`src/rtl/dmem_arbiter.sv`:
```
// dmem_arbiter: two-port arbiter in front of a single-ported data memory
// that returns registered read data one cycle after mem_re.
//
// Writes complete in the grant cycle. A read parks the arbiter in RD_WAIT
// for one cycle while the memory returns data, which is then steered to the
// port that issued the read. No request is ever latched: a port is granted
// only while its valid is high in an IDLE cycle.
//
// Build option:
//   DMEM_ARB_RR_EN  defined   -> round-robin tie-break using a last_grant flop
//                   undefined -> fixed priority, port 0 wins ties
//
// state   | meaning
// --------+------------------------------------------------------------
// IDLE    | free to grant; writes finish here, reads move on to RD_WAIT
// RD_WAIT | memory returning read data for owner; no grants, no access

module dmem_arbiter #(
    parameter int ADDR_W = 32,
    parameter int DATA_W = 32
) (
    input  logic              clk,
    input  logic              rst_n,

    input  logic              req0_valid,
    input  logic              req0_we,
    input  logic [ADDR_W-1:0] req0_addr,
    input  logic [DATA_W-1:0] req0_wdata,
    output logic              req0_ready,

    input  logic              req1_valid,
    input  logic              req1_we,
    input  logic [ADDR_W-1:0] req1_addr,
    input  logic [DATA_W-1:0] req1_wdata,
    output logic              req1_ready,

    output logic              rsp0_valid,
    output logic [DATA_W-1:0] rsp0_rdata,
    output logic              rsp1_valid,
    output logic [DATA_W-1:0] rsp1_rdata,

    output logic              mem_we,
    output logic              mem_re,
    output logic [ADDR_W-1:0] mem_addr,
    output logic [DATA_W-1:0] mem_wdata,
    input  logic [DATA_W-1:0] mem_rdata
);

    typedef enum logic {
        IDLE    = 1'b0,
        RD_WAIT = 1'b1
    } state_t;

    state_t state;
    logic   owner;      // port that issued the outstanding read

    logic   grant0;
    logic   grant1;
    logic   grant_we;   // write flag of the granted port
    logic   grant_rd;   // a read is being granted this cycle
    logic   in_idle;

`ifdef DMEM_ARB_RR_EN
    logic   last_grant; // port granted most recently; loses the next tie
`endif

    // Grants are only possible out of reset and in IDLE, so every output is
    // forced low while rst_n is asserted.
    assign in_idle = rst_n && (state == IDLE);

    // Pick at most one port to serve this cycle.
    always_comb begin
        grant0 = 1'b0;
        grant1 = 1'b0;
        if (in_idle) begin
            if (req0_valid && req1_valid) begin
`ifdef DMEM_ARB_RR_EN
                grant0 = last_grant;
                grant1 = !last_grant;
`else
                grant0 = 1'b1;
`endif
            end else if (req0_valid) begin
                grant0 = 1'b1;
            end else if (req1_valid) begin
                grant1 = 1'b1;
            end
        end
    end

    assign req0_ready = grant0;
    assign req1_ready = grant1;

    // Steer the granted port onto the memory bus; idle bus is all zeros.
    always_comb begin
        mem_we    = 1'b0;
        mem_re    = 1'b0;
        mem_addr  = '0;
        mem_wdata = '0;
        grant_we  = 1'b0;
        if (grant0) begin
            grant_we  = req0_we;
            mem_we    = req0_we;
            mem_re    = !req0_we;
            mem_addr  = req0_addr;
            mem_wdata = req0_wdata;
        end else if (grant1) begin
            grant_we  = req1_we;
            mem_we    = req1_we;
            mem_re    = !req1_we;
            mem_addr  = req1_addr;
            mem_wdata = req1_wdata;
        end
    end

    assign grant_rd = (grant0 || grant1) && !grant_we;

    // Sequencer: a granted read holds the bus for the one-cycle return.
    always_ff @(posedge clk or negedge rst_n) begin
        if (!rst_n) begin
            state <= IDLE;
            owner <= 1'b0;
        end else begin
            case (state)
                IDLE: begin
                    if (grant_rd) begin
                        state <= RD_WAIT;
                        owner <= grant1;
                    end
                end
                RD_WAIT: begin
                    state <= IDLE;
                end
                default: begin
                    state <= IDLE;
                end
            endcase
        end
    end

`ifdef DMEM_ARB_RR_EN
    // Remember who won so the other port takes the next tie.
    always_ff @(posedge clk or negedge rst_n) begin
        if (!rst_n) begin
            last_grant <= 1'b1;
        end else if (grant0) begin
            last_grant <= 1'b0;
        end else if (grant1) begin
            last_grant <= 1'b1;
        end
    end
`endif

    // Route returning read data to the owner; data is zero when not valid.
    always_comb begin
        rsp0_valid = 1'b0;
        rsp1_valid = 1'b0;
        rsp0_rdata = '0;
        rsp1_rdata = '0;
        if (rst_n && (state == RD_WAIT)) begin
            if (owner) begin
                rsp1_valid = 1'b1;
                rsp1_rdata = mem_rdata;
            end else begin
                rsp0_valid = 1'b1;
                rsp0_rdata = mem_rdata;
            end
        end
    end

endmodule

```
`config.mk`:
```
export PLATFORM = sky130hd
export DESIGN_NAME = dmem_arbiter
export DESIGN_NICKNAME = d
export VERILOG_FILES = /design/src/rtl/dmem_arbiter.sv
export SDC_FILE = /design/constraint.sdc
export NUM_CORES = 1
export LEC_CHECK = 0
export ABC_AREA = 1
export CORE_AREA = 3 3 116 118
export DETAILED_ROUTE_END_ITERATION = 8
export DIE_AREA = 0 0 119 121
export PLACE_DENSITY = 0.65
export SYNTH_ARGS = -nofsm -noshare
export SYNTH_HDL_FRONTEND = slang
export SYNTH_SLANG_ARGS = --single-unit
```
`constraint.sdc`:
```
create_clock -name clk -period 3.9 [get_ports clk]
set_clock_uncertainty 0.15 [all_clocks]
set_input_delay 1.17 -clock clk [delete_from_list [all_inputs] [get_ports clk]]
set_output_delay 1.17 -clock clk [all_outputs]
set_load 0.01 [all_outputs]
```
==> summary.txt <==
Outcome
  • Status: finished, final reports clean

GRT
  • GRT Total Usage: 12.5%
  • Total grt overflow: 0
  • Vias in the first global route: about 2.9k
  • Largest net degree at the start of global routing: 34
  • First-pass GRT wire length: 14.7 mm
  • Initial antenna violation count: 0

Critical path
  • Worst EP required: between 2 and 3 ns
  • Reg2reg end: owner
  • Setup CP Type: input port to primary output
  • CP most frequent cell: nand2_1
  • FF-to-FF path depth: 5
  • Slowest cell on the critical path: clkdlybuf4s50_1
  • Critical Path Sink Type: primary output
  • Worst reg2reg startpoint: state
  • CP startpoint kind: input port
  • Critical Path Fanout Max: 11
  • R2R Setup Slk: 2.78 ns
  • Cells along the critical path: dlygate4sd2_1 > nor2_2 > nand2_2 > inv_4 > buf_8 > nand2_1 > nand2_1 > clkdlybuf4s50_1
  • Max incr delay on CP: ~0.52 ns
  • Worst path arrival time: 2.51 ns

Timing
  • Final Hold Fails: 0
  • Crit share post-route: around 98%
  • Slew Limit Fails: 0
  • Tightest Pin Transition: approximately 0.15 ns
  • Fmax: ~0.26 GHz
  • Final setup vio count: 0
  • Clock period minus worst slack: 3.83 ns
  • Relative slew slack: 89.7%

Clock network
  • Htree depth: 1
  • Deepest clock path buffer count: 2
  • CTS Buf Count: 3
  • CTS Root Cell: clkbuf_16
  • Reg clk slew, reported paths: 0.03 ns
  • Clock Latency Late Sink: approximately 0.22 ns
  • TritonCTS Sinks: 2
  • CTS Hold Bufs: 0
  • CTS tree: built

Layout
  • Area Overhead vs Synth: 252%
  • Share of cells above drive strength 1: 11.1%
  • Ant. Diodes: 0
  • Fin nets: ~800
  • Design Area, Final: around 4800 µm²

Die
  • DIE HEIGHT: about 120 µm
  • Row cnt: just over 40
  • Initial Utilization: between 10% and 20%
  • I/O Pins: 300
  • Die area: 14400 µm²
  • Die Width: 119 µm
  • Area of the core: between 10000 and 15000 µm²

Logic synthesis
  • Register area share after synthesis: 3.64%
  • Synth warn: 0
  • Post-Syn Area: around 1400 µm²
  • Commonest cells post-synth: nand2_1 (197), nor2_1 (66), inv_1 (39)
  • Unique masters post-synth: 13
  • Fraction of registers with async set/reset: 100%
  • #FFs+latches synth: 2
  • Yosys top cell area share: between 50% and 60%
  • Most frequent cell after synthesis: nand2_1
  • Syn Area/Cell: between 4 and 5 µm²
  • Dominant cell type by area after synthesis: nand2_1
  • Synth top area cells: nand2_1 (54%), nor2_1 (18%), inv_1 (11%)
  • Mapped Cells: roughly 330
  • Syn_nets: 500
  • Main flop type after synthesis: dfrtp_1
  • Number of synthesized flops with an enable pin: 0

Drt
  • Detail Route Antenna Nets: 0
  • Pre-Repair DR Iteration Count: 5
  • Vias/cell: ~3.7
  • DRC violations left: 0
  • Via Count: around 3.0k
  • Iter 0 DRT Violations: 85
  • Wire length per cell: 12.2 µm
  • WL final: 10.0 mm

Run
  • Max Cap Violations: 0

Pwr
  • Tot Pwr: between 0.5 and 0.6 mW
  • Max VDD drop: approximately 0.15 mV
  • Power per Cell Area: 123 nW/µm²
  • P_leak: roughly 2.7 nW

Placement
  • Post-DP Area: 4610 µm²
  • Input/output buffers: about 300
  • GPL Wtd Cong: 0.730
  • Post-DP HPWL: ~8 mm

Hold path
  • Hold crit path type: flop to flop
  • Origin of the worst min-delay path: owner
  • Worst Hold Endpoint: owner
  • Min-Delay Path Depth: 2
==> per-layer routing <==
layer | up-vias | routed length, µm | track usage [%]
met5 | - | 0 | 0
met4 | 0 | 214 | 3.26
met2 | 176 | 5190 | 23.6
li1 | 1581 | - | -
met1 | 1226 | 3730 | 13.9
met3 | 17 | 868 | 2.89
==> critical path: cells and delay by family <==
family,cells,cell delay (ns)
buffers and inverters,4,1.00
AND/OR/NAND/NOR,4,0.32
==> report_power, final <==
group	internal, mW	switching, mW
clock network	0.131	0.0246
registers	0.0236	0.00141
logic	0.262	0.152
total	0.417	0.178
==> stage by stage <==
step           hold slack, ns  std cells  util, %  worst slack (ns)  TNS (ns)
4_1_cts                 0.406        819     38.7          0.000351         0
6_report                0.400        821     38.5            0.0685         0
3_3_place_gp            0.397        800     36.7            -0.430    -42.38
3_5_place_dp            0.399        800     36.7            -0.430    -43.57
2_1_floorplan           0.378        334        -             0.765         0
5_1_grt                 0.456        821     38.5          -0.00613   -0.0147
==> cell usage in the layout (no fill, tap or decap), drive strengths merged <==
cell,synthesis,layout
inv,42,42
clkdlybuf4s15,0,26
clkdlybuf4s50,0,192
clkbuf,1,8
nand2,197,197
dfrtp,2,2
dlymetal6s2s,0,2
o21ai,4,4
nor2,67,67
dlygate4sd2,0,68
nand3,2,2
buf,19,39
==> worst max-delay path by stage <==
stage                     from              to  cells past startpoint
finish              req0_valid     mem_addr[8]                      8
global route        req0_valid   mem_wdata[14]                     11
CTS                      rst_n  rsp0_rdata[15]                      8
detailed placement       rst_n   mem_wdata[17]                      8
global placement         rst_n   mem_wdata[17]                      8
floorplan           req1_valid     mem_addr[0]                      8
==> repair_timing <==
item,in CTS,in global routing
setup buffers,13,2
endpoints found under the setup margin,134,56
resized for setup,182,14
cloned,3,0
endpoints found under the hold margin,0,0
pin swaps,1,2
==> layout make-up <==
cell class,instances,area [µm²]
fillers,1348,7730
repair buffers,332,3300
multi-input cells,270,1040
well taps,172,215
inverters,42,163
clock buffers,3,75.1
flip-flops and latches,2,50.0
==> cell families after synthesis <==
logic type / count (synthesis) / share of synthesized area, %
buffers and inverters: 62 / 21.6
DFF: 2 / 3.64
and+or+nand+nor: 266 / 73.3
AOI/OAI and AO/OA: 4 / 1.46
==> registers in the layout, indices dropped and copies added, names as in the netlist <==
register	count
owner	1
state	1
Note: power is estimated with default switching activity, not from simulation.
